**config.mk**
```make
export PLATFORM = sky130hd
export DESIGN_NAME = sin_dds
export DESIGN_NICKNAME = d
export VERILOG_FILES = /design/src/rtl/sin_dds_pkg.sv /design/src/rtl/sin_dds_fold.sv /design/src/rtl/sin_dds.sv
export SDC_FILE = /design/constraint.sdc
export NUM_CORES = 1
export LEC_CHECK = 0
export CORE_MARGIN = 5
export CORE_UTILIZATION = 41
export DETAILED_ROUTE_END_ITERATION = 7
export PLACE_DENSITY_LB_ADDON = 0.15
export SYNTH_ARGS = -nofsm -noshare
export SYNTH_HDL_FRONTEND = slang
export SYNTH_SLANG_ARGS = --single-unit
```
**constraint.sdc**
```tcl
create_clock -name clk -period 2.56 [get_ports clk]
set_clock_uncertainty 0.05 [all_clocks]
set_input_delay 0.64 -clock clk [delete_from_list [all_inputs] [get_ports clk]]
set_output_delay 0.64 -clock clk [all_outputs]
set_load 0.01 [all_outputs]
```
**src/rtl/sin_dds_pkg.sv**
```systemverilog
// ============================================================================
// Module      : sin_dds_pkg
// Description : Shared widths, quadrant encoding and table constants for the
//               quarter-wave sine DDS.
// Revision    : 1.0 - initial release
// ============================================================================
`default_nettype none

package sin_dds_pkg;

   localparam int DEF_PHASE_WIDTH = 16;
   localparam int DEF_ADR_WIDTH   = 8;
   localparam int DEF_DATA_WIDTH  = 8;

   // Largest address of the default-size quarter-wave table.
   localparam int TBL_MAX_ADDR    = (1 << DEF_ADR_WIDTH) - 1;

   // Top two phase bits select the quadrant of the full sine period.
   typedef enum logic [1:0] {
      Q0 = 2'd0,
      Q1 = 2'd1,
      Q2 = 2'd2,
      Q3 = 2'd3
   } quad_t;

endpackage : sin_dds_pkg

`default_nettype wire

```
**src/rtl/sin_dds_fold.sv**
```systemverilog
// ============================================================================
// Module      : sin_dds_fold
// Description : Combinational quadrant fold, phase accumulator -> table
//               address and output sign. Behaviour selected by the
//               SIN_DDS_FULLWAVE_EN macro (undefined: quarter-wave sweep).
// Revision    : 1.0 - initial release
// ============================================================================
`default_nettype none

module sin_dds_fold
   import sin_dds_pkg::*;
#(
   parameter int PHASE_WIDTH = DEF_PHASE_WIDTH,
   parameter int ADR_WIDTH   = DEF_ADR_WIDTH
) (
   input  logic [PHASE_WIDTH-1:0] acc_i,
   output logic [ADR_WIDTH-1:0]   addr_o,
   output logic                   sign_o
);

`ifdef SIN_DDS_FULLWAVE_EN

   localparam logic [ADR_WIDTH-1:0] MAX_ADDR = {ADR_WIDTH{1'b1}};

   quad_t                quad;
   logic [ADR_WIDTH-1:0] field;

   assign quad  = quad_t'(acc_i[PHASE_WIDTH-1 -: 2]);
   assign field = acc_i[PHASE_WIDTH-3 -: ADR_WIDTH];

   // Odd quadrants run the table backwards; the upper half period is negated.
   always_comb begin
      addr_o = field;
      sign_o = 1'b0;
      unique case (quad)
         Q0: begin
            addr_o = field;
            sign_o = 1'b0;
         end
         Q1: begin
            addr_o = MAX_ADDR - field;
            sign_o = 1'b0;
         end
         Q2: begin
            addr_o = field;
            sign_o = 1'b1;
         end
         Q3: begin
            addr_o = MAX_ADDR - field;
            sign_o = 1'b1;
         end
         default: begin
            addr_o = field;
            sign_o = 1'b0;
         end
      endcase
   end

   if (PHASE_WIDTH > ADR_WIDTH + 2) begin : g_trunc
      logic unused_lsbs;
      assign unused_lsbs = ^acc_i[PHASE_WIDTH-ADR_WIDTH-3:0];
   end

`else

   assign addr_o = acc_i[PHASE_WIDTH-1 -: ADR_WIDTH];
   assign sign_o = 1'b0;

   logic unused_lsbs;
   assign unused_lsbs = ^acc_i[PHASE_WIDTH-ADR_WIDTH-1:0];

`endif

endmodule : sin_dds_fold

`default_nettype wire

```
**src/rtl/sin_dds.sv**
```systemverilog
// ============================================================================
// Module      : sin_dds
// Description : Phase-accumulator sine DDS driving an external registered
//               quarter-wave table. SIN_DDS_FULLWAVE_EN enables quadrant
//               mirroring and sign; undefined gives a quarter-wave sweep.
// Revision    : 1.0 - initial release
// ============================================================================
`default_nettype none

module sin_dds
   import sin_dds_pkg::*;
#(
   parameter int PHASE_WIDTH = DEF_PHASE_WIDTH,
   parameter int ADR_WIDTH   = DEF_ADR_WIDTH,
   parameter int DATA_WIDTH  = DEF_DATA_WIDTH
) (
   input  logic                   clk,
   input  logic                   rst,
   input  logic                   en,
   input  logic [PHASE_WIDTH-1:0] fcw,
   input  logic                   phase_load,
   input  logic [PHASE_WIDTH-1:0] phase_in,
   output logic                   tbl_rd,
   output logic [ADR_WIDTH-1:0]   tbl_addr,
   input  logic [DATA_WIDTH-1:0]  tbl_data,
   output logic [DATA_WIDTH:0]    sample_out,
   output logic                   sample_valid
);

   logic [PHASE_WIDTH-1:0] acc_q,    acc_d;
   logic                   sign_q,   sign_d;
   logic                   rdv_q,    rdv_d;
   logic [DATA_WIDTH:0]    sample_q, sample_d;
   logic                   valid_q,  valid_d;

   logic                   fold_sign;
   logic [DATA_WIDTH:0]    data_ext;

   sin_dds_fold #(
      .PHASE_WIDTH (PHASE_WIDTH),
      .ADR_WIDTH   (ADR_WIDTH)
   ) u_fold (
      .acc_i  (acc_q),
      .addr_o (tbl_addr),
      .sign_o (fold_sign)
   );

   assign tbl_rd   = en & ~rst;
   assign data_ext = {1'b0, tbl_data};

   // The table read at this edge uses acc_q, so a concurrent load never
   // disturbs the read already being issued.
   always_comb begin
      acc_d    = acc_q;
      sign_d   = fold_sign;
      rdv_d    = en;
      sample_d = sample_q;
      valid_d  = rdv_q;
      if (phase_load) begin
         acc_d = phase_in;
      end else if (en) begin
         acc_d = acc_q + fcw;
      end
      if (rdv_q) begin
         sample_d = sign_q ? -data_ext : data_ext;
      end
   end

   always_ff @(posedge clk) begin
      if (rst) begin
         acc_q    <= '0;
         sign_q   <= 1'b0;
         rdv_q    <= 1'b0;
         sample_q <= '0;
         valid_q  <= 1'b0;
      end else begin
         acc_q    <= acc_d;
         sign_q   <= sign_d;
         rdv_q    <= rdv_d;
         sample_q <= sample_d;
         valid_q  <= valid_d;
      end
   end

   assign sample_out   = sample_q;
   assign sample_valid = valid_q;

endmodule : sin_dds

`default_nettype wire

```
==> flow_metrics.tcl, run 1 <==
set metrics [dict create \
    whs_ps 448.4 \
    max_stage_delay_ps 510 \
    synth_edf_count 0 \
    core_area_um2 4324 \
    syn-cell-area_um2 1826 \
    syn-mean-instance-area_um2 8.570 \
    syn_nets 273 \
    drive_above_1_share 0.1449 \
    grt_max_degree 27 \
    power_density_nw_per_um2 488.4 \
    cts_root_buf "clkbuf_8" \
    drc 0 \
    holdPathStages 2 \
    antenna-diode-count 0 \
    via_per_inst 5.096 \
    grt_use_total 0.1579 \
    rows 24 \
    setup_viol 0 \
    cap_violations 0 \
    reg2regPathDepth 9 \
    status "finished clean" \
    rsz0062_at_grt "false" \
    synth_area_leaders "dfxtp_1 29%, ha_1 10%, mux2i_1 6.6%, a21oi_1 6.0%, nor2_1 5.6%" \
    grt_pass1_wl_mm 7.831 \
    wl_per_cell_um 13.92 \
    yosysTopAreaCell "dfxtp_1" \
    cts_buffers 3 \
    synth_warnings 0 \
    die_w_um 76.73 \
    slew_violations 0 \
    hold_viol 0 \
    port_buffers 61 \
    drt_iter0_drc 47 \
    min_period_ps 2465 \
    cp-end-kind "flop" \
    io_pins 63 \
    final_nets 344 \
    fin_util 0.6204 \
    synthArstFlopShare 0 \
    cp.arrival_ps 2590 \
    yosys.area.top_type_share 0.2851 \
    initial_utilization 0.4222 \
    crit_required_ps 2680 \
    wl_mm 4.664 \
    setup_slack_ps 95.30 \
    fin_crit_sh 0.9628 \
    antenna_found_initial 0 \
    postRouteAntennaNets 0 \
    grt_pass1_vias 1728 \
    syn_to_final_growth_pct 46.95 \
    pre_cts_ws_ps -509.6 \
    max_freq_mhz 405.7 \
    ys_seq_area_frac 0.2851 \
    synthDistinctLibCells 40 \
    place_inst 330 \
    worstSkewPairLatency_ps 280 \
    synth-seq-cells 26 \
    clk_pin_slew_ps 100 \
    layoutNonFillerInstCount 335 \
    overflow 0 \
    worstPathCellList "clkdlybuf4s50_1, ha_4, a21o_1, a221oi_4, buf_4, xnor2_1, mux2_2, mux2i_1, nor2_1" \
    power.leakage_nw 1.109 \
    synth_cells 213 \
    synth.most_common_cell "nor2_1" \
    cts_max_path_buffers 2 \
    cts_sinks 26 \
    cts-htree-levels 1 \
    vias 1707 \
    drt_pre_antenna_iters 4 \
    globalplace.congestion 0.8439 \
    crit_type "primary input to flop" \
    yosys-top-cells-count "27 x nor2_1, 26 x dfxtp_1, 22 x a21oi_1" \
    fillers 413 \
    ir_drop_uv 265.5 \
    die_h_um 76.73 \
    startpoint_type "primary input" \
    cp_slowest_cell "clkdlybuf4s50_1" \
    cts_hold_buf 0 \
    dp_hpwl_mm 3.635 \
    path_max_fanout 5 \
    yosys_most_used_dff "dfxtp_1" \
    dieArea_um2 5887 \
    tritoncts "built" \
    hp-class "flop to flop" \
]
[through the flow]
| stage | power [W] | TNS (ps) | cell area, um2 |
|---|---|---|---|
| floorplan | 0.0007599 | 0 | 1826 |
| global placement | 0.0009525 | -2997 | 2565 |
| detailed placement | 0.0009564 | -3161 | 2565 |
| CTS | 0.001314 | 0 | 2646 |
| global route | 0.001393 | 0 | 2683 |
| finish | 0.001310 | 0 | 2683 |
[state kept, by name, indices dropped and copies added (netlist names)]
register      count
sample_valid      1
rdv_q             1
sample_out        8
acc_q            16
[timing repair]
| item | in CTS | in global routing |
|---|---|---|
| pin swaps | 4 | 3 |
| buffers inserted | 1 | 0 |
| gates resized for setup | 4 | 4 |
| endpoints found under the setup margin | 6 | 4 |
| gates cloned | 0 | 0 |
[worst max-delay path, delay by kind of cell]
kind | cells | cell delay (ps)
buf+inv | 2 | 680
compound gates | 2 | 540
mux | 2 | 380
fa+ha+maj | 1 | 230
xor+xnor | 1 | 50
simple gates | 1 | 50
[power breakdown]
part | total, W | switching [W] | internal (W) | leakage, nW
clock | 0.000351 | 0.000141 | 0.000209 | 0.0357
sequential | 0.000459 | 0.0000234 | 0.000436 | 0.215
combinational | 0.000501 | 0.000216 | 0.000285 | 0.858
total | 0.00131 | 0.000381 | 0.000930 | 1.11
[worst paths after layout]
kind | end | startpoint | slack, ps
min | sample_out[3] | sample_out[3] | 450
max | acc_q[6] | fcw[4] | 100
max reg2reg | acc_q[6] | acc_q[0] | 370
min reg2reg | sample_out[3] | sample_out[3] | 450
[layout by cell type, fill, tap and decap left out, types with 4 or more instances in the layout]
cell type / n
nor2_1: 27
nor3b_1: 8
clkdlybuf4s50_1: 58
o21ai_0: 7
ha_1: 13
dfxtp_1: 26
nand2_1: 9
nor3_1: 4
nor2b_1: 5
a21oi_1: 22
a21o_1: 4
buf_4: 25
xnor2_1: 11
xor2_1: 4
o22ai_1: 8
mux2i_1: 12
a211oi_1: 4
[per-layer routing]
layer | wire (um) | part of all wire | GRT usage
met2 | 2155 | 0.46 | 0.2479
met5 | 0 | 0 | 0
met3 | 328 | 0.070 | 0.04567
met4 | 49 | 0.011 | 0.04196
met1 | 2131 | 0.46 | 0.2106
[cell families after synthesis]
logic type / synth area share
compound gates: 0.2049
xor+xnor: 0.07196
fa+ha+maj: 0.1138
buf+inv: 0.07882
flops: 0.2851
mux: 0.07197
other cells: 0.002054
simple gates: 0.1714
[layout make-up]
cell class                      instances  area, um2  share of cell area
Multi-Input combinational cell        164       1200              0.4473
Timing Repair Buffer                   87      818.3              0.3050
Sequential cell                        26      520.5              0.1940
Tap cell                               52      65.06             0.02425
Clock buffer                            3      41.29             0.01539
Clock inverter                          1      30.03             0.01119
Inverter                                2      7.507            0.002799
No activity file was read; power rests on OpenSTA's default activity.
==> run 2, diff against run 1 <==
--- a/config.mk
+++ b/config.mk
@@ -5,7 +5,6 @@
 export SDC_FILE = /design/constraint.sdc
 export NUM_CORES = 1
 export LEC_CHECK = 0
-export CORE_MARGIN = 5
 export CORE_UTILIZATION = 41
 export DETAILED_ROUTE_END_ITERATION = 7
 export PLACE_DENSITY_LB_ADDON = 0.15
==> flow_metrics.tcl, run 2 (same netlist as run 1, synthesis figures left out) <==
set metrics [dict create \
    fin_crit_sh 0.9585 \
    largest_reg_flops 16 \
    vias 1739 \
    grt_pass1_wl_mm 7.148 \
    slew_violations 0 \
    syn_to_final_growth_pct 46.68 \
    antenna_found_initial 0 \
    fillers 372 \
    path_max_fanout 3 \
    antenna-diode-count 0 \
    rows 23 \
    max_freq_mhz 407.6 \
    cts_sinks 26 \
    tritoncts "built" \
    hold_viol 0 \
    final_cell_mix "57 x clkdlybuf4s50_1, 28 x buf_4, 27 x nor2_1" \
    globalplace.congestion 0.8541 \
    cts_max_path_buffers 2 \
    fin_util 0.6461 \
    wl_per_cell_um 13.38 \
    port_buffers 61 \
    hp-start "sample_out[6]" \
    drc 0 \
    drive_above_1_share 0.1544 \
    min_period_ps 2454 \
    cts-htree-levels 1 \
    worstSkewPairLatency_ps 280 \
    status "finished clean" \
    whs_ps 457.9 \
    drt_pre_antenna_iters 4 \
    final_nets 346 \
    setup_viol 0 \
    holdPathStages 2 \
    hold_end "sample_out[6]" \
    cts_hold_buf 0 \
    clk_pin_slew_ps 100 \
    cts_buffers 3 \
    crit_required_ps 2680 \
    final.setup.tns_ps 0 \
    largest-register "acc_q" \
    dieArea_um2 4723 \
    dp_hpwl_mm 3.283 \
    via_per_inst 5.191 \
    wl_mm 4.482 \
    power_density_nw_per_um2 490.7 \
    final_common_cell "clkdlybuf4s50_1" \
    startpoint_type "primary input" \
    drt_iter0_drc 53 \
    r2r-end "acc_q[6]" \
    grt_pass1_vias 1614 \
    crit_type "primary input to flop" \
    grt_use_total 0.2028 \
    r2r_slack_ps 360 \
    grt_max_degree 27 \
    power.leakage_nw 1.120 \
    timing.rr.start "acc_q[0]" \
    reg2regPathDepth 9 \
    die_h_um 68.73 \
    initial_utilization 0.4405 \
    overflow 0 \
    ir_drop_uv 314.7 \
    cts_root_buf "clkbuf_8" \
    core_area_um2 4144 \
    io_pins 63 \
    cp.arrival_ps 2570 \
    die_w_um 68.73 \
    hp-class "flop to flop" \
    cap_violations 0 \
    cp-end-kind "flop" \
    postRouteAntennaNets 0 \
]
-- run 2: final cells by class --
class | instances | area [um2] | share of cell area
clock buffers | 3 | 41.29 | 0.01542
clock inverters | 1 | 30.03 | 0.01121
inverters | 2 | 7.507 | 0.002804
multi-input cells | 164 | 1192 | 0.4453
flip-flops and latches | 26 | 520.5 | 0.1944
well taps | 50 | 62.56 | 0.02336
repair buffers | 89 | 823.3 | 0.3075
-- run 2: timing repair --
action | CTS | global route
pin swaps | 4 | 3
endpoints found under the setup margin | 6 | 3
resized for setup | 5 | 4
setup buffers | 0 | 1
-- run 2: metal layers --
metal / GRT usage / vias to the layer above / wire length [um]
met1: 0.2774 / 781 / 2204
li1: - / 899 / -
met3: 0.03125 / 6 / 254
met4: 0.05102 / 0 / 46
met5: 0 / - / 0
met2: 0.3309 / 53 / 1977
-- run 2: how the worst max path moves through the flow --
stage / cells after the start / start / end
6_report: 10 / fcw[0] / acc_q[6]
4_1_cts: 9 / fcw[4] / acc_q[6]
5_1_grt: 10 / fcw[0] / acc_q[6]
2_1_floorplan: 8 / fcw[0] / acc_q[14]
3_3_place_gp: 10 / fcw[0] / acc_q[6]
3_5_place_dp: 10 / fcw[0] / acc_q[6]
-- run 2: per-stage QoR --
stage | setup slack (ps) | instance area, um2 | instances | power (W)
finish | 106.3 | 2678 | 335 | 0.001314
global route | -7.914 | 2678 | 335 | 0.001392
global placement | -457.4 | 2565 | 330 | 0.0009493
CTS | 48.04 | 2650 | 334 | 0.001315
floorplan | 51.19 | 1826 | 213 | 0.0007599
detailed placement | -487.1 | 2565 | 330 | 0.0009528
-- run 2: worst max-delay path, cell delays in order --
cell and delay (ps):
dlygate4sd2_1 230, ha_2 180, fa_2 340, a21o_1 230
a221oi_4 300, buf_4 170, xnor2_1 50, mux2_2 250
mux2i_1 130, nor2_1 50
-- run 2: report_power, final --
| group | switching, W | internal [W] | total (W) |
|---|---|---|---|
| logic | 0.000218 | 0.000285 | 0.000503 |
| clock network | 0.000143 | 0.000209 | 0.000353 |
| registers | 0.0000220 | 0.000436 | 0.000458 |
==> run 3, diff against run 2 <==
--- a/config.mk
+++ b/config.mk
@@ -7,6 +7,7 @@
 export LEC_CHECK = 0
 export CORE_UTILIZATION = 41
 export DETAILED_ROUTE_END_ITERATION = 7
+export GPL_TIMING_DRIVEN = 0
 export PLACE_DENSITY_LB_ADDON = 0.15
 export SYNTH_ARGS = -nofsm -noshare
 export SYNTH_HDL_FRONTEND = slang
==> flow_metrics.tcl, run 3 (same netlist as run 1, synthesis figures left out) <==
set metrics [dict create \
    pre_cts_ws_ps -588.2 \
    r2r_slack_ps 380 \
    vias 1739 \
    cts_buffers 3 \
    routedLengthMet1_mm 2.242 \
    fillers 372 \
    switching_share 0.2965 \
    max_stage_delay_ps 520 \
    grt_pass1_wl_mm 6.934 \
    antenna-diode-count 0 \
    grt_use_total 0.1984 \
    power_frac_clock 0.272 \
    dpl-instance-area_um2 2469 \
    hold_viol 0 \
    crit_start "fcw[4]" \
    ir_drop_uv 263.6 \
    cap_violations 0 \
    dieArea_um2 4723 \
    wl_met3_um 238 \
    syn_to_final_growth_pct 44.14 \
    power_frac_seq 0.353 \
    hold_end "sample_out[5]" \
    power_w 0.001293 \
    postRouteAntennaNets 0 \
    rows 23 \
    largest_reg_flops 16 \
    final_cell_area_um2 2631 \
    io_pins 63 \
    wl_mm 4.551 \
    power.leakage_nw 1.070 \
    timing.rr.start "acc_q[0]" \
    dp_hpwl_mm 3.222 \
    max_slew_margin 0.5850 \
    drt_iter0_drc 68 \
    cts_root_buf "clkbuf_8" \
    cts-htree-levels 1 \
    maxUsedRoutingLayer "met4" \
    setup_slack_ps 74.26 \
    comb_power_share 0.375 \
    final_common_cell "clkdlybuf4s50_1" \
    wl_met2_mm 2.023 \
    final_nets 340 \
    holdPathStages 2 \
    crit_required_ps 2670 \
    p_switching_w 0.0003833 \
    initial_utilization 0.4405 \
    critical-path-top-delay-family "compound AO/OA/AOI/OAI gates" \
    via_per_inst 5.286 \
    cp.arrival_ps 2590 \
    worstPathCellList "clkdlybuf4s50_1, ha_4, a21o_1, a221oi_4, xnor2_1, mux2_2, mux2i_1, nor2_1" \
    p_int_w 0.0009096 \
    clk_pin_slew_ps 100 \
    drc 0 \
    grt_max_degree 16 \
    status "finished clean" \
    reg2regPathDepth 8 \
    cp_slowest_cell "clkdlybuf4s50_1" \
    setup_viol 0 \
    globalplace.congestion 0.8228 \
    cp-end-kind "flop" \
    r2r-end "acc_q[6]" \
    die_h_um 68.73 \
    cts_hold_buf 0 \
    cp_num_buf_inv 1 \
    worstSkewPairLatency_ps 280 \
    core_area_um2 4144 \
    min_period_ps 2486 \
    overflow 0 \
    fin_crit_sh 0.9710 \
    die_w_um 68.73 \
    hp-start "sample_out[5]" \
    antenna_found_initial 0 \
    crit_type "primary input to flop" \
    final_cell_mix "56 x clkdlybuf4s50_1, 26 x nor2_1, 26 x dfxtp_1" \
    drt_pre_antenna_iters 4 \
    wl_per_cell_um 13.83 \
    port_buffers 58 \
    final.setup.tns_ps 0 \
    slew_violations 0 \
    fin_util 0.6350 \
    largest-register "acc_q" \
    power_density_nw_per_um2 491.4 \
    drive_above_1_share 0.1362 \
    tritoncts "built" \
    hp-class "flop to flop" \
    tightest_slew_ps 622.5 \
    grt_pass1_vias 1499 \
    startpoint_type "primary input" \
    max_freq_mhz 402.3 \
    cts_max_path_buffers 2 \
    path_max_fanout 5 \
    cts_sinks 26 \
]
-- run 3: worst reg2reg max path, cell delays in order, from the launching register on --
cell	delay, ps
dfxtp_1	330
ha_2	190
fa_2	340
a21o_1	200
a221oi_4	360
xnor2_1	130
mux2_2	280
mux2i_1	130
nor2_1	50
-- run 3: per-layer routing --
metal | GRT usage | vias to the layer above
met3 | 0.02632 | 5
met1 | 0.2890 | 799
met2 | 0.3039 | 51
met5 | 0 | -
li1 | - | 884
met4 | 0.05357 | 0
-- run 3: stage by stage --
step	hold slack [ps]	cells
2_1_floorplan	475.7	213
3_3_place_gp	426.3	321
3_5_place_dp	435.5	321
4_1_cts	465.1	328
5_1_grt	487.2	329
6_report	458.0	329
-- run 3: final cells by class --
cell class                 count  area [um2]  area share
sequential                    26       520.5      0.1978
clock inverter                 1       30.03     0.01141
timing repair buffer          62       611.8      0.2325
clock buffer                   3       41.29     0.01569
tap                           50       62.56     0.02378
buffer                        21       136.4     0.05183
multi-input combinational    164        1221      0.4641
inverter                       2       7.507    0.002853
-- run 3: how the worst max path moves through the flow --
| stage | end | slack, ps | cells past startpoint |
|---|---|---|---|
| 2_1_floorplan | acc_q[14] | 50 | 8 |
| 3_3_place_gp | acc_q[14] | -590 | 9 |
| 3_5_place_dp | acc_q[14] | -590 | 9 |
| 4_1_cts | acc_q[6] | 50 | 8 |
| 5_1_grt | acc_q[14] | -2 | 8 |
| 6_report | acc_q[6] | 70 | 8 |
-- run 3: repair_timing --
action / CTS / global route
resized for setup: 7 / 6
buffers inserted: 3 / 1
pin swaps: 9 / 3
setup endpoints to repair: 7 / 6
-- run 3: power groups by stage --
stage	Sequential [W]	Clock, W	Combinational, W
after floorplan	0.000463	0	0.000297
after global placement	0.000462	0	0.000448
after detailed placement	0.000464	0	0.000450
after CTS	0.000455	0.000363	0.000469
after global routing	0.000460	0.000380	0.000531
final	0.000456	0.000352	0.000485
